$ cat src/rtl/can_rx_filter_fifo_if.sv
// Receive-side bundle for can_rx_filter_fifo: frame strobe from the CAN packet layer,
// the rx_ack return, and the valid/ready FIFO output stream.
interface can_rx_filter_fifo_if #(
  parameter int unsigned DEPTH_LOG2 = 3
);
  logic                  rx_valid;
  logic [28:0]           rx_id;
  logic                  rx_ide;
  logic                  rx_rtr;
  logic [3:0]            rx_len;
  logic [63:0]           rx_data;
  logic                  rx_ack;

  logic                  o_valid;
  logic                  o_ready;
  logic [28:0]           o_id;
  logic                  o_ide;
  logic                  o_rtr;
  logic [3:0]            o_len;
  logic [63:0]           o_data;
  logic [DEPTH_LOG2:0]   o_level;

  // Filter/FIFO side
  modport slave (
    input  rx_valid, rx_id, rx_ide, rx_rtr, rx_len, rx_data, o_ready,
    output rx_ack, o_valid, o_id, o_ide, o_rtr, o_len, o_data, o_level
  );

  // Packet layer plus downstream consumer side
  modport master (
    output rx_valid, rx_id, rx_ide, rx_rtr, rx_len, rx_data, o_ready,
    input  rx_ack, o_valid, o_id, o_ide, o_rtr, o_len, o_data, o_level
  );
endinterface

$ cat src/rtl/can_rx_filter_fifo.sv
// CAN receive ID acceptance filter feeding a first-word-fall-through FIFO, with ACK request.
// Optional macro CAN_RX_OVF_CNT_EN adds a saturating 16-bit count of frames dropped on a full FIFO.
module can_rx_filter_fifo #(
  parameter int unsigned DEPTH_LOG2     = 3,
  parameter logic [28:0] FILTER_ID      = 29'h0,
  parameter logic [28:0] FILTER_MASK    = 29'h0,
  parameter logic        FILTER_IDE     = 1'b0,
  parameter logic        FILTER_IDE_CHK = 1'b0,
  parameter logic        ACK_UNMATCHED  = 1'b1
) (
  input  logic                clk,
  input  logic                rstn,
  can_rx_filter_fifo_if.slave bus
`ifdef CAN_RX_OVF_CNT_EN
  ,
  output logic [15:0]         ovf_cnt
`endif
);

  localparam int unsigned DEPTH = 1 << DEPTH_LOG2;
  localparam int unsigned PW    = DEPTH_LOG2 + 1;

  typedef struct packed {
    logic [28:0] id;
    logic        ide;
    logic        rtr;
    logic [3:0]  len;
    logic [63:0] data;
  } entry_t;

  entry_t        mem_q [DEPTH];
  entry_t        wr_entry;
  entry_t        head;
  logic [PW-1:0] wr_ptr_q, wr_ptr_d;
  logic [PW-1:0] rd_ptr_q, rd_ptr_d;
  logic          rx_ack_q, rx_ack_d;
  logic          match, empty, full, push, pop;

  // NOTE: every always_comb output gets a default first so no path leaves it unassigned (no latch).
  always_comb begin
    match    = (((bus.rx_id ^ FILTER_ID) & FILTER_MASK) == '0) &&
               (!FILTER_IDE_CHK || (bus.rx_ide == FILTER_IDE));
    empty    = (wr_ptr_q == rd_ptr_q);
    full     = (wr_ptr_q[PW-1] != rd_ptr_q[PW-1]) &&
               (wr_ptr_q[PW-2:0] == rd_ptr_q[PW-2:0]);
    // full is taken from the registered pointers, so a same-cycle pop never frees room for the push
    push     = bus.rx_valid && match && !full;
    pop      = !empty && bus.o_ready;

    wr_ptr_d = wr_ptr_q;
    rd_ptr_d = rd_ptr_q;
    if (push) wr_ptr_d = wr_ptr_q + 1'b1;
    if (pop)  rd_ptr_d = rd_ptr_q + 1'b1;

    rx_ack_d = rx_ack_q;
    if (bus.rx_valid) rx_ack_d = (match && !full) || (!match && ACK_UNMATCHED);

    wr_entry = '{id: bus.rx_id, ide: bus.rx_ide, rtr: bus.rx_rtr,
                 len: bus.rx_len, data: bus.rx_data};
    head     = empty ? '0 : mem_q[rd_ptr_q[PW-2:0]];
  end

  // NOTE: sequential state uses non-blocking assignments so every register samples pre-edge values.
  always_ff @(posedge clk or negedge rstn) begin
    if (!rstn) begin
      wr_ptr_q <= '0;
      rd_ptr_q <= '0;
      rx_ack_q <= 1'b0;
    end else begin
      wr_ptr_q <= wr_ptr_d;
      rd_ptr_q <= rd_ptr_d;
      rx_ack_q <= rx_ack_d;
    end
  end

  // NOTE: storage is deliberately not reset; the pointers define validity and the head is gated when empty.
  always_ff @(posedge clk) begin
    if (push) mem_q[wr_ptr_q[PW-2:0]] <= wr_entry;
  end

`ifdef CAN_RX_OVF_CNT_EN
  logic [15:0] ovf_cnt_q;

  always_ff @(posedge clk or negedge rstn) begin
    if (!rstn) begin
      ovf_cnt_q <= '0;
    end else if (bus.rx_valid && match && full && (ovf_cnt_q != 16'hFFFF)) begin
      ovf_cnt_q <= ovf_cnt_q + 16'd1;
    end
  end

  assign ovf_cnt = ovf_cnt_q;
`endif

  assign bus.rx_ack  = rx_ack_q;
  assign bus.o_valid = !empty;
  assign bus.o_id    = head.id;
  assign bus.o_ide   = head.ide;
  assign bus.o_rtr   = head.rtr;
  assign bus.o_len   = head.len;
  assign bus.o_data  = head.data;
  assign bus.o_level = wr_ptr_q - rd_ptr_q;

endmodule

$ cat src/flat_wrapper.sv
// flat-port wrapper written by rule: the top's interface ports become plain ports
module can_rx_filter_fifo_flat 
#(
  parameter int unsigned DEPTH_LOG2     = 3,
  parameter logic [28:0] FILTER_ID      = 29'h0,
  parameter logic [28:0] FILTER_MASK    = 29'h0,
  parameter logic        FILTER_IDE     = 1'b0,
  parameter logic        FILTER_IDE_CHK = 1'b0,
  parameter logic        ACK_UNMATCHED  = 1'b1
)
  (clk, rstn, bus_rx_valid, bus_rx_id, bus_rx_ide, bus_rx_rtr, bus_rx_len, bus_rx_data, bus_o_ready, bus_rx_ack, bus_o_valid, bus_o_id, bus_o_ide, bus_o_rtr, bus_o_len, bus_o_data, bus_o_level);
  can_rx_filter_fifo_if #(.DEPTH_LOG2(DEPTH_LOG2)) bus_i ();
  input  logic clk;
  input  logic rstn;
  input wire logic [$bits(bus_i.rx_valid)-1:0] bus_rx_valid;
  input wire logic [$bits(bus_i.rx_id)-1:0] bus_rx_id;
  input wire logic [$bits(bus_i.rx_ide)-1:0] bus_rx_ide;
  input wire logic [$bits(bus_i.rx_rtr)-1:0] bus_rx_rtr;
  input wire logic [$bits(bus_i.rx_len)-1:0] bus_rx_len;
  input wire logic [$bits(bus_i.rx_data)-1:0] bus_rx_data;
  input wire logic [$bits(bus_i.o_ready)-1:0] bus_o_ready;
  output wire logic [$bits(bus_i.rx_ack)-1:0] bus_rx_ack;
  output wire logic [$bits(bus_i.o_valid)-1:0] bus_o_valid;
  output wire logic [$bits(bus_i.o_id)-1:0] bus_o_id;
  output wire logic [$bits(bus_i.o_ide)-1:0] bus_o_ide;
  output wire logic [$bits(bus_i.o_rtr)-1:0] bus_o_rtr;
  output wire logic [$bits(bus_i.o_len)-1:0] bus_o_len;
  output wire logic [$bits(bus_i.o_data)-1:0] bus_o_data;
  output wire logic [$bits(bus_i.o_level)-1:0] bus_o_level;
  assign bus_i.rx_valid = bus_rx_valid;
  assign bus_i.rx_id = bus_rx_id;
  assign bus_i.rx_ide = bus_rx_ide;
  assign bus_i.rx_rtr = bus_rx_rtr;
  assign bus_i.rx_len = bus_rx_len;
  assign bus_i.rx_data = bus_rx_data;
  assign bus_i.o_ready = bus_o_ready;
  assign bus_rx_ack = bus_i.rx_ack;
  assign bus_o_valid = bus_i.o_valid;
  assign bus_o_id = bus_i.o_id;
  assign bus_o_ide = bus_i.o_ide;
  assign bus_o_rtr = bus_i.o_rtr;
  assign bus_o_len = bus_i.o_len;
  assign bus_o_data = bus_i.o_data;
  assign bus_o_level = bus_i.o_level;
  can_rx_filter_fifo #(.DEPTH_LOG2(DEPTH_LOG2), .FILTER_ID(FILTER_ID), .FILTER_MASK(FILTER_MASK), .FILTER_IDE(FILTER_IDE), .FILTER_IDE_CHK(FILTER_IDE_CHK), .ACK_UNMATCHED(ACK_UNMATCHED)) u_core (.clk(clk), .rstn(rstn), .bus(bus_i));
endmodule
$ cat config.mk
export PLATFORM = sky130hd
export DESIGN_NAME = can_rx_filter_fifo_flat
export DESIGN_NICKNAME = d
export VERILOG_FILES = /design/src/rtl/can_rx_filter_fifo_if.sv /design/src/rtl/can_rx_filter_fifo.sv /design/src/flat_wrapper.sv
export SDC_FILE = /design/constraint.sdc
export NUM_CORES = 1
export LEC_CHECK = 0
export CORE_ASPECT_RATIO = 1.25
export CORE_MARGIN = 3
export CORE_UTILIZATION = 35
export DETAILED_ROUTE_END_ITERATION = 16
export PLACE_DENSITY = 0.61
export SYNTH_ARGS = -nofsm -noshare
export SYNTH_HDL_FRONTEND = slang
export SYNTH_SLANG_ARGS = --single-unit
$ cat constraint.sdc
create_clock -name clk -period 14.7 [get_ports clk]
set_input_delay 2.94 -clock clk [delete_from_list [all_inputs] [get_ports clk]]
set_output_delay 2.94 -clock clk [all_outputs]
set_load 0.005 [all_outputs]
Word-level counts from Yosys, hierarchy flattened. Memory sizes are Yosys's and may differ from the RTL's. Cells that the tools add are included.

Eq/ne operators: 3. Reductions and logical operators: 5. Mux-type cells: 3. Add/subtract/negate cells: 3.

Operator list (number): $mux 99 (1); $add 4x1->4 const B (2); $eq 4x4->1 (1); $sub 4x4->4 (1); $eq 3x3->1 (1); $logic_and 1x1->1 (3); $logic_not 1->1 (2); $mux 1 (2); $ne 1x1->1 (1).

Memories: 1. Flip-flop bits (word level): 9. Logic and storage cells: 18. Bits of input ports: 103. RAM bits: 792.

Memories: u_core.mem_q (words 8, bits a word 99, read ports 1, clocked after Yosys merged registers in 0, write ports 1, line can_rx_filter_fifo.sv:31) `entry_t mem_q [DEPTH];`.

Longest topological paths before layout. Gate-level depths: netlist (run 1).

Depth after elaboration: 6. Depth in mapped cells: 7.

Worst setup path after synthesis (run 1). Ideal clock, no wire load.

Kind: input to register. From: input bus_rx_valid. To: memory u_core.mem_q[0][0] (netlist name) (enable). Setup slack: 1.516 ns. Data required time: 13.901 ns. Library setup time: 0.799 ns. Arrival: 12.385 ns. Stages on the path: 2. Path buffers: 0. Cells stage by stage: o21ai_2 -> nor4_1.

Longest elaborated chain between the ends: 3.

RTL lines: start: declaration (line flat_wrapper.sv:15) `input wire logic [$bits(bus_i.rx_valid)-1:0] bus_rx_valid;`; $logic_and 1x1->1 (line can_rx_filter_fifo.sv:47) `push = bus.rx_valid && match && !full;`; $mux 1 (line can_rx_filter_fifo.sv:78) `if (push) mem_q[wr_ptr_q[PW-2:0]] <= wr_entry;`; $mux 1 (implied by the code) (line can_rx_filter_fifo.sv:78); end: declaration (line can_rx_filter_fifo.sv:31).

No other way between the ends.

Worst setup path after layout (run 1).
From: register u_core.rd_ptr_q[0]. To: output bus_o_data[59].

Longest elaborated chain between the ends: 2. Elaborated cells between the ends (all ways): 3.

RTL lines: start: declaration (line can_rx_filter_fifo.sv:35) `logic [PW-1:0] rd_ptr_q, rd_ptr_d;`; start signal: assignment (line can_rx_filter_fifo.sv:71) `rd_ptr_q <= rd_ptr_d;`; $mem_v2 8x99 / $eq 4x4->1 (equally long branches); $mux 99 * (line can_rx_filter_fifo.sv:60) `head = empty ? '0 : mem_q[rd_ptr_q[PW-2:0]];`; end: declaration (line flat_wrapper.sv:28) `output wire logic [$bits(bus_i.o_data)-1:0] bus_o_data;`.

Every way passes the cells marked *; elsewhere a longest branch is shown, timed or not.

==> summary.md, run 1 <==
For this design the static power due to leakage is 13.0 nW. For this block, the initial DRC count from the detailed router was 999. The horizontal die dimension was 274 µm; the total of endpoints with negative setup slack in the final report was 0. The most common library cell in the layout ignoring fill and taps is sky130_fd_sc_hd__edfxtp_1. The setup path with the least slack is of type reg2out.

The total negative setup slack was 0 ps; the combined area of the multi-input logic cells was 0.00690 mm². The tools report the final hold violation count as 0. Measured along the y axis, the die boundary spans 341 µm. Among all flip-flop cells after synthesis, the most frequent one is sky130_fd_sc_hd__edfxtp_1. Counting every net in the synthesized netlist gives 1752. The largest single stage delay on the critical path is 1070 ps.

In this run the tool buffered the top-level ports with 207 buffer cells. The post-synth design cell area is 0.0314 mm². The smallest clock period supported by the final layout is computed as 8500 ps.

The maximum fanout count along the critical path was 143. In the global route stage, overall resource usage came out at 15.3%. Across the VDD grid, the largest voltage drop is 0.155 mV. In this run the worst setup path begins at u_core.rd_ptr_q[0]$_DFFE_PN0P_.

Yosys mapped a number of flops with a built-in enable equal to 792. The kind of cell with the highest combined delay on the critical path is buffers and inverters. The logs give 71.8 mm for the total wire length after detailed routing and 144 for the maximum number of pins on one net before global-route repair. Once detail routing completed, the nets flagged for antenna violations numbered 0. For the slack of the worst reg-to-reg path, the log shows 9960 ps. The HPWL after detailed placement came out at 36.8 mm. The largest clock skew in the final design was 18.8 ps. The cell that appears most often on the critical path is sky130_fd_sc_hd__buf_4.

At the end of routability-driven placement, the weighted congestion stood at 0.687. Counting both buffers and inverters, the worst setup path holds a total of 4. Of the synthesized area, sequential elements account for 76.6%.

Synthesis inferred 801 register bits. Derived from the worst setup path, the maximum achievable clock frequency is 118 MHz. The ratio of cells with drive above 1 in the final layout is 12.4%, and the count of max-cap constraint violations is 0. Setup repair after global routing left no endpoint under its margin.

Synthesis produced a netlist whose cell count is 1643. Counting the buffers created by CTS gives 80. For this run, the post-layout net count is 1971. TritonCTS built the clock tree.

The actual transition at the worst max-transition pin is 1130 ps, and the cell area power density is 216 mW/mm². The total number of placement rows is 122, and the number of top-level design ports is 208. For this block, the via count after detailed routing is 15784.

Walking the worst path, the cells encountered are buf_4 > buf_4 > buf_12 > mux2i_1 > a22oi_1 > nand2_1 > a221oi_2 > clkdlybuf4s50_1. STA puts the critical path data arrival time at 5560 ps. The root buffer selected by CTS is sky130_fd_sc_hd__clkbuf_16. In the layout the commonest cells are sky130_fd_sc_hd__edfxtp_1, sky130_fd_sc_hd__mux2i_1, sky130_fd_sc_hd__clkdlybuf4s50_1, sky130_fd_sc_hd__nand2_1, sky130_fd_sc_hd__a22oi_1. For this run the aggregate overflow at the end of global routing stands at 0. The run gives 630 ps as the clock insertion delay at the later pin of the skew report. The tools report the startpoint of the most critical hold path as u_core.rd_ptr_q[3]$_DFFE_PN0P_. The run gives 3 as the H-tree depth. The worst setup path is captured at an output port. The layout filler cell count came out at 7729. Once the clock tree was built, the setup fixing pass inserted 0 buffers. The detail-routed via count per cell came out at 5.08. The run gives 0 as the quantity of hold-fixing buffers added after cts.

The flow ran to the end, and the final reports show no timing, DRC or antenna violations. The post-route clock period utilization came out at 57.8%. The worst flop-to-flop path startpoint was u_core.rd_ptr_q[0]$_DFFE_PN0P_. The worst hold path belongs to the class reg2reg. The average wire per standard cell was 23.1 µm; the number of max-slew violations in the final report was 0.

The count of TritonRoute iterations in the first routing pass was 5; the number of antenna violations at the first check in global routing was 7. For this configuration, the core starts out at a cell density of 35.4%. For the smallest hold slack, the log shows 524 ps. The via count of the first global-routing pass was 16779. Yosys mapped the design onto 36 distinct sky130hd cell types. For this run, the number of Yosys warnings is 0. The core region is 0.0887 mm².

The first global-routing pass estimated 107 mm of wire. The clock drives 801 sinks. The worst-path cell with the longest stage delay is sky130_fd_sc_hd__dfrtp_4. Across the whole layout, storage elements account for 0.0240 mm². The mean area per synthesized cell is 19.1 µm². After clock tree synthesis, the repair step resized 0 gates. The layout overhead on the synthesized area works out to 18.6%. The CTS clock-pin slew for the worst setup and hold paths was 60 ps; the area of the die was 0.0932 mm². The tools report the endpoint required time on the critical path as 11760 ps. Kind of launch point of the worst setup path: a flip-flop. The post-synthesis async set-or-reset flop share was 1.12%; the maximum root-to-sink buffer count was 3. The remaining routing DRC violations is 0. The run gives 24.8% as the normalized max-slew margin.
## per-stage QoR
step / total power [mW] / area (µm²) / std cells / setup WS [ps] / util, %
floorplan: 4.85 / 31400 / 1643 / 1520 / -
global placement: 6.20 / 34800 / 2958 / 6730 / 39.2
detailed placement: 6.24 / 34800 / 2958 / 6770 / 39.2
CTS: 8.17 / 37200 / 3100 / 6040 / 41.9
global route: 8.44 / 37200 / 3104 / 5860 / 41.9
finish: 8.03 / 37200 / 3105 / 6200 / 41.9
## where the power goes
part	internal, mW	switching (mW)	leakage [nW]
registers	2.90	0.128	7.29
clock network	1.07	0.841	1.18
logic	1.40	1.70	4.56
## Yosys cell counts (2+ instances only)
cell type | number | share of area (%)
sky130_fd_sc_hd__a221oi_1 | 11 | 0.31
sky130_fd_sc_hd__a221oi_2 | 88 | 4.2
sky130_fd_sc_hd__a22oi_1 | 99 | 2.4
sky130_fd_sc_hd__buf_1 | 10 | 0.12
sky130_fd_sc_hd__buf_2 | 52 | 0.83
sky130_fd_sc_hd__buf_4 | 11 | 0.26
sky130_fd_sc_hd__clkbuf_1 | 21 | 0.25
sky130_fd_sc_hd__clkbuf_4 | 2 | 0.048
sky130_fd_sc_hd__dfrtp_1 | 9 | 0.72
sky130_fd_sc_hd__edfxtp_1 | 792 | 76
sky130_fd_sc_hd__ha_1 | 5 | 0.20
sky130_fd_sc_hd__inv_1 | 8 | 0.096
sky130_fd_sc_hd__mux2i_1 | 396 | 13
sky130_fd_sc_hd__nand2_1 | 102 | 1.2
sky130_fd_sc_hd__nand3_1 | 2 | 0.032
sky130_fd_sc_hd__nand4_1 | 2 | 0.040
sky130_fd_sc_hd__nor2_1 | 5 | 0.060
sky130_fd_sc_hd__nor3_1 | 4 | 0.064
sky130_fd_sc_hd__xnor2_1 | 6 | 0.17
sky130_fd_sc_hd__xor2_1 | 2 | 0.056
## flip-flops by register name, indices dropped and copies added, names as in the netlist
name / count
u_core.mem_q: 792
u_core.rd_ptr_q: 4
u_core.wr_ptr_q: 4
u_core.bus.rx_ack: 1
## kinds of logic (layout without fill, tap and decap cells)
logic type               after synthesis  in the layout  synth area share (%)
AO/OA/AOI/OAI                        203            203                  7.00
AND/OR/NAND/NOR                      120            120                  1.52
other                                  0              5                     0
multiplexers                         398            398                  12.7
buffers and inverters                106            385                  1.66
flip-flops                           801            801                  76.6
XOR/XNOR                               9              9                 0.275
adder cells (fa/ha/maj)                6              6                 0.263
## area by class of cell
class / instances / area share, %
Inverter: 9 / 0.0909
Sequential cell: 801 / 64.6
Antenna cell: 5 / 0.0337
Multi-Input combinational cell: 736 / 18.6
Timing Repair Buffer: 234 / 6.29
Clock inverter: 38 / 0.852
Tap cell: 1178 / 3.96
Clock buffer: 104 / 5.63
## worst paths after layout
kind | cells past startpoint | to
worst max-delay path | 8 | bus_o_data[59]
worst min-delay path | 1 | u_core.rd_ptr_q[3]$_DFFE_PN0P_
worst max register to register | 6 | u_core.mem_q[4][98]$_DFFE_PP_
worst min register to register | 1 | u_core.rd_ptr_q[3]$_DFFE_PN0P_
max in group asynchronous | 1 | u_core.rd_ptr_q[0]$_DFFE_PN0P_
min in group asynchronous | 1 | u_core.bus.rx_ack$_DFFE_PN0P_
## layer usage
layer | vias up | track usage (%) | share of wire (%)
li1 | 7117 | - | -
met4 | 2 | 5.47 | 2.7
met5 | - | 0 | 0.0097
met2 | 319 | 27.5 | 53
met3 | 110 | 2.78 | 4.3
met1 | 8236 | 18.2 | 40
Note: power is estimated with default switching activity, not from simulation.
==> run 2, diff against run 1 <==
--- a/config.mk
+++ b/config.mk
@@ -9,7 +9,7 @@
 export CORE_MARGIN = 3
 export CORE_UTILIZATION = 35
 export DETAILED_ROUTE_END_ITERATION = 16
-export PLACE_DENSITY = 0.61
+export PLACE_DENSITY = 0.63
 export SYNTH_ARGS = -nofsm -noshare
 export SYNTH_HDL_FRONTEND = slang
 export SYNTH_SLANG_ARGS = --single-unit
==> constraint.sdc (replaced) <==
create_clock -name clk -period 6.9 [get_ports clk]
set_input_delay 1.38 -clock clk [delete_from_list [all_inputs] [get_ports clk]]
set_output_delay 1.38 -clock clk [all_outputs]
set_load 0.005 [all_outputs]
==> run 2 against run 1 <==
  * Via count shrank 0.38%
  * Die area unchanged
  * Wire length is 2.5% higher
  * Critical path depth is 2 lower
==> summary.md, run 2 (synthesized netlist as in run 1, its figures left out) <==
The final instance count without filler cells came out at 3125 (was 3105). In the finished design, the share of the clock period the worst path needs comes to 73.9%. The run gives 3720 ps (was 5560 ps) as the worst endpoint data arrival time.

The maximum fanout count along the critical path works out to 43 (was 143). The detailed router's first-iteration violation count came out at 955 (was 999). The ratio of cells with drive above 1 in the final layout is 13.6% (was 12.4%), and the quantity of hold-fixing buffers added after cts is 0 (unchanged). The classification of the worst-slack hold path was reg2reg (unchanged).

Overall overflow remaining after global route: 0 (unchanged). The horizontal die dimension is 274 µm (unchanged). The tools report the met1 global-route usage as 19.0% (was 18.2%). The most common library cell in the layout ignoring fill and taps is sky130_fd_sc_hd__edfxtp_1 (unchanged).

The overall via count from detail_route is 15724 (was 15784). Critical path start-end classification: reg2out (unchanged). The root buffer selected by CTS was sky130_fd_sc_hd__clkbuf_16 (unchanged). The layout overhead on the synthesized area is 19.7% (was 18.6%). The CTS clock-pin slew for the worst setup and hold paths works out to 60 ps (about the same).

The count of max-cap constraint violations is 0 (unchanged). The maximum root-to-sink buffer count was 3 (unchanged). The tools report the final hold violation count as 0 (unchanged).

The die extent in y came out at 341 µm (unchanged). The cell leakage power came out at 13.2 nW (was 13.0 nW). For the total wire length after detailed routing, the log shows 73.6 mm (was 71.8 mm). The number of buffers added for setup after CTS came out at 0 (unchanged). The endpoint kind of the worst setup timing path was an output port (unchanged). The cell area power density came out at 465 mW/mm² (was 216 mW/mm²). Minimum period implied by the final worst setup slack: 5100 ps. TritonCTS built the clock tree.

The via count of the first global-routing pass is 16683 (was 16779), and the number of cells in the design after placement is 2972 (was 2958). The run gives 15.5% (was 15.3%) as the total global-route track usage. The tools report the wire length of the first global-routing pass as 108 mm (was 107 mm). Endpoint required time on the critical path: 5520 ps (was 11760 ps). The flip-flop count of the largest register, all copies and words added was 792 (unchanged); the total of endpoints with negative setup slack in the final report was 0 (unchanged). The post-route total power was 17.4 mW (was 8.03 mW); the fraction of met3 tracks used by global routing was 3.02% (was 2.78%). The count of clock tree sinks was 801 (unchanged); the average wire per standard cell was 23.6 µm (was 23.1 µm). The tools report the area of the die as 0.0932 mm² (unchanged). The normalized max-slew margin is 37.2% (was 24.8%). The run finished with clean final reports.

The H-tree depth is 3 (unchanged). The highest-utilization routing layer at the global route stage was met2 (unchanged). The initial core utilization came out at 35.4% (unchanged). The number of antenna violations at the first check in global routing is 7 (unchanged), and the count of cells resized by post-cts repair is 0 (unchanged). The largest clock skew in the final design was 32.4 ps (was 18.8 ps). The area of the core is 0.0887 mm² (unchanged), and the remaining routing DRC violations is 0 (unchanged). The clock insertion delay at the later pin of the skew report is 640 ps (was 630 ps).

Setup repair after global routing left no endpoint under its margin. The count of buffers from port buffering was 207 (unchanged); the number of nets in the layout was 1987 (was 1971). The run gives 0.676 (was 0.687) as the final weighted congestion in routability-driven placement. The number of max-slew violations in the final report came out at 0 (unchanged).

Commonest cells after routing, fill and taps aside: sky130_fd_sc_hd__edfxtp_1, sky130_fd_sc_hd__mux2i_1, sky130_fd_sc_hd__clkdlybuf4s50_1, sky130_fd_sc_hd__nand2_1, sky130_fd_sc_hd__a22oi_1 (unchanged). The number of top-level design ports came out at 208 (unchanged). The count of TritonRoute iterations in the first routing pass came out at 5 (unchanged). The total number of placement rows came out at 122 (unchanged). The remaining antenna violation count is 0 (unchanged). The detail-routed via count per cell is 5.03 (was 5.08), and the routing usage on met2 is 27.3% (was 27.5%).

Based on the critical path, the design can be clocked at up to 196 MHz. The kind of launch point of the worst setup path was a flip-flop (unchanged). Total clock buffers created by CTS: 82 (was 80). HPWL after detailed placement: 37.9 mm (was 36.8 mm).

The final cell utilization of the core was 42.3% (was 41.9%); the maximum number of pins on one net before global-route repair was 121 (was 144). The actual transition at the worst max-transition pin is 942 ps (was 1130 ps), and the maximum VDD drop is 0.463 mV (was 0.155 mV).
[run 2: critical path: stages, from the launching register on]
cell and delay, ps:
sky130_fd_sc_hd__dfrtp_4 940, sky130_fd_sc_hd__ha_1 390, sky130_fd_sc_hd__nand4_1 180, sky130_fd_sc_hd__buf_4 470, sky130_fd_sc_hd__nand2_1 140, sky130_fd_sc_hd__a221oi_2 350
sky130_fd_sc_hd__clkdlybuf4s50_1 610
[run 2: area by class of cell]
type,instances,area [µm²]
well taps,1178,1470
diodes,5,12.5
repair buffers,248,2450
fillers,7713,51100
flip-flops and latches,801,24000
inverters,9,33.8
clock inverters,54,526
clock buffers,94,2120
multi-input cells,736,6910
[run 2: per-layer routing]
metal | vias to the layer above | share of wire [%]
met2 | 353 | 52
met3 | 106 | 4.9
met4 | 6 | 2.5
met1 | 8098 | 41
met5 | - | 0.042
li1 | 7161 | -
[run 2: power breakdown]
| group | internal [mW] | total, mW | switching (mW) |
|---|---|---|---|
| clock | 2.52 | 4.34 | 1.82 |
| combinational | 3.02 | 6.67 | 3.65 |
| sequential | 6.17 | 6.44 | 0.268 |
| total | 11.7 | 17.4 | 5.74 |
[run 2: metrics by stage]
step	setup TNS (ps)	setup WS, ps	hold WS (ps)	area, µm²
final	0	1800	526	37500
after global routing	0	1600	559	37500
after CTS	0	1670	528	37500
after detailed placement	0	2350	515	34900
after global placement	0	2300	515	34900
after floorplan	-663760	-2060	496	31400
[run 2: final timing paths]
check                                               start                             end  slack [ps]  cells past startpoint
max in group asynchronous                            rstn  u_core.rd_ptr_q[0]$_DFFE_PN0P_        5490                      1
min reg2reg                u_core.wr_ptr_q[3]$_DFFE_PN0P_  u_core.wr_ptr_q[3]$_DFFE_PN0P_         530                      1
max                        u_core.rd_ptr_q[0]$_DFFE_PN0P_                  bus_o_data[37]        1800                      6
min in group asynchronous                            rstn   u_core.bus.rx_ack$_DFFE_PN0P_        1040                      1
max reg2reg                u_core.rd_ptr_q[0]$_DFFE_PN0P_   u_core.mem_q[7][58]$_DFFE_PP_        3400                      5
min                        u_core.wr_ptr_q[3]$_DFFE_PN0P_  u_core.wr_ptr_q[3]$_DFFE_PN0P_         530                      1
==> run 3, diff against run 2 <==
==> constraint.sdc (replaced) <==
create_clock -name clk -period 4.2 [get_ports clk]
set_input_delay 0.84 -clock clk [delete_from_list [all_inputs] [get_ports clk]]
set_output_delay 0.84 -clock clk [all_outputs]
set_load 0.005 [all_outputs]
==> run 3 against run 2 <==
  * Count of clock-buffer cells in the layout is 8 higher
  * Setup slack worse by 1600 ps
  * Sequential share of layout area is 0.75 points lower
  * Cell area is 1.2% higher
  * Final cell count is 0.26% higher
  * Combinational power is 71% higher
  * Flip-flop and latch count stayed put
  * Core utilization is 0.51 points higher
==> summary.md, run 3 (synthesized netlist as in run 1, its figures left out) <==
The run finished with clean final reports. The run gives 105 mm (was 108 mm) as the wire length of the first global-routing pass. The most common library cell in the layout ignoring fill and taps was sky130_fd_sc_hd__edfxtp_1 (unchanged).

The highest achievable clock rate is 247 MHz, and the critical path buffer and inverter count is 2 (unchanged). The total negative setup slack is 0 ps (unchanged), and the minimum period implied by the final worst setup slack is 4050 ps. For the clock insertion delay at the later pin of the skew report, the log shows 620 ps (was 640 ps). For the final hold violation count, the log shows 0 (unchanged).

The die extent in y is 341 µm (unchanged), and the cell area power density is 759 mW/mm² (was 465 mW/mm²). The startpoint of the most critical hold path was u_core.wr_ptr_q[3]$_DFFE_PN0P_ (unchanged). Count of TritonRoute iterations in the first routing pass: 5 (unchanged).

The remaining routing DRC violations is 0 (unchanged). The worst endpoint data arrival time is 3210 ps (was 3720 ps). The actual transition at the worst max-transition pin came out at 851 ps (was 942 ps). The horizontal die dimension was 274 µm (unchanged); the area of the core was 0.0887 mm² (unchanged). Cell-by-cell trace of the critical path: ha_4 > nand4_1 > buf_4 > nand2_1 > a221oi_2 > clkdlybuf4s50_1 (was ha_1 > nand4_1 > buf_4 > nand2_1 > a221oi_2 > clkdlybuf4s50_1).

The number of max-slew violations in the final report was 0 (unchanged). For the final weighted congestion in routability-driven placement, the log shows 0.707 (was 0.676). Smallest hold slack: 523 ps (was 526 ps).

The maximum fanout count along the critical path works out to 28 (was 43). The count of max-cap constraint violations is 0 (unchanged), and the post-route total power is 28.8 mW (was 17.4 mW). The worst reg-to-reg path cell count is 6 (was 5). Number of cells on the critical path: 6 (unchanged). The total of endpoints with negative setup slack in the final report came out at 0 (unchanged).

For the total clock buffers created by CTS, the log shows 81 (was 82). The run gives 13.3 nW (was 13.2 nW) as the cell leakage power. Kind of launch point of the worst setup path: a flip-flop (unchanged). The remaining antenna violation count was 0 (unchanged); the quantity of hold-fixing buffers added after cts was 0 (unchanged). Worst-case hold path end point: u_core.wr_ptr_q[3]$_DFFE_PN0P_ (unchanged).

Count of buffers from port buffering: 207 (unchanged). For the detailed router's first-iteration violation count, the log shows 919 (was 955). The maximum root-to-sink buffer count was 3 (unchanged). TritonCTS built the clock tree.

The classification of the worst-slack hold path was reg2reg (unchanged). Worst-path cell with the longest stage delay: sky130_fd_sc_hd__dfrtp_4 (unchanged). The layout overhead on the synthesized area is 21.2% (was 19.7%).

The tools report the root buffer selected by CTS as sky130_fd_sc_hd__clkbuf_16 (unchanged). The overall overflow remaining after global route was 0 (unchanged); the H-tree depth was 3 (unchanged). The detail-routed via count per cell works out to 5.04 (was 5.03). Setup repair after global routing left no endpoint under its margin. Number of cells on the worst hold path: 1 (unchanged). The endpoint kind of the worst setup timing path is an output port (unchanged). Total wire length after detailed routing: 70.5 mm (was 73.6 mm).

The critical path start-end classification is reg2out (unchanged). Commonest cells after routing, fill and taps aside: sky130_fd_sc_hd__edfxtp_1, sky130_fd_sc_hd__mux2i_1, sky130_fd_sc_hd__clkdlybuf4s50_1, sky130_fd_sc_hd__nand2_1, sky130_fd_sc_hd__a22oi_1 (unchanged). The longest individual stage delay on the worst path came out at 600 ps (was 940 ps). The tools report the normalized max-slew margin as 43.3% (was 37.2%). Maximum number of pins on one net before global-route repair: 59 (was 121). For the slack of the worst reg-to-reg path, the log shows 1450 ps (was 3400 ps). The area of the die is 0.0932 mm² (unchanged).

The total global-route track usage was 14.9% (was 15.5%); the CTS clock-pin slew for the worst setup and hold paths was 60 ps (about the same). The total number of placement rows was 122 (unchanged). Kind of cell with the highest combined delay on the critical path: buffers and inverters (unchanged). The flip-flop count of the largest register, all copies and words added works out to 792 (unchanged).

HPWL after detailed placement: 39.6 mm (was 37.9 mm). Initial core utilization: 35.4% (unchanged). The number of antenna violations at the first check in global routing was 5 (was 7); the number of nets in the layout was 1999 (was 1987). The run gives 16923 (was 16683) as the via count of the first global-routing pass. The worst flop-to-flop path startpoint was u_core.rd_ptr_q[2]$_DFFE_PN0P_ (was u_core.rd_ptr_q[0]$_DFFE_PN0P_).

Maximum VDD drop: 0.534 mV (was 0.463 mV). The logs give 3360 ps (was 5520 ps) for the endpoint required time on the critical path and 15785 (was 15724) for the overall via count from detail_route. The largest clock skew in the final design was 23.5 ps (was 32.4 ps).

The logs give 208 (unchanged) for the number of top-level design ports and 801 (unchanged) for the count of clock tree sinks. The post-route clock period utilization came out at 96.3%. The ratio of cells with drive above 1 in the final layout was 14.3% (was 13.6%). The average wire per standard cell came out at 22.5 µm (was 23.6 µm).

The destination of the worst register-to-register timing path was u_core.mem_q[2][23]$_DFFE_PP_ (was u_core.mem_q[7][58]$_DFFE_PP_).
## run 3: cell count changes in the layout (fill, tap and decap cells not counted), moves of 4 or more
cell,delta
sky130_fd_sc_hd__buf_12,+22
sky130_fd_sc_hd__buf_4,-16
sky130_fd_sc_hd__clkbuf_1,+9
sky130_fd_sc_hd__dfrtp_1,-4
sky130_fd_sc_hd__dfrtp_2,+4
sky130_fd_sc_hd__inv_6,-7
## run 3: how the worst max path moves through the flow
stage,startpoint,to,slack [ps]
floorplan,u_core.wr_ptr_q[0]$_DFFE_PN0P_,u_core.mem_q[4][0]$_DFFE_PP_,-1100
global placement,u_core.rd_ptr_q[0]$_DFFE_PN0P_,bus_o_data[12],500
detailed placement,u_core.rd_ptr_q[0]$_DFFE_PN0P_,bus_o_data[12],540
CTS,u_core.rd_ptr_q[0]$_DFFE_PN0P_,bus_o_data[44],5
global route,u_core.rd_ptr_q[0]$_DFFE_PN0P_,bus_o_len[2],2
finish,u_core.rd_ptr_q[0]$_DFFE_PN0P_,bus_o_data[16],150
## run 3: repair_timing
action,CTS,global route
pin swaps,0,0
resized for setup,6,3
setup endpoints to repair,19,57
buffers inserted,0,1
cloned,0,1
## run 3: through the flow
stage	utilization [%]	area (µm²)	instances	worst slack [ps]
2_1_floorplan	-	31500	1643	-1100
3_3_place_gp	39.9	35400	2983	496
3_5_place_dp	39.9	35400	2983	537
4_1_cts	42.8	37900	3129	5.49
5_1_grt	42.8	38000	3132	1.82
6_report	42.8	38000	3133	154
## run 3: routing by layer
| metal | routed length, µm | vias up | GRT usage [%] |
|---|---|---|---|
| li1 | - | 7169 | - |
| met1 | 28600 | 8142 | 17.9 |
| met2 | 36800 | 356 | 26.7 |
| met3 | 3430 | 112 | 3.00 |
| met4 | 1680 | 6 | 4.87 |
| met5 | 44 | - | 0 |
## run 3: report_power, final
group,internal [mW],switching [mW]
sequential,10.1,0.377
clock,4.08,2.85
combinational,5.31,6.10
total,19.5,9.33
## run 3: cell type report
type	instances	area, µm²
inverters	9	33.8
multi-input cells	736	7010
diodes	2	5.00
repair buffers	261	2900
clock inverters	44	432
fillers	7625	50700
well taps	1178	1470
clock buffers	102	2130
flip-flops and latches	801	24000
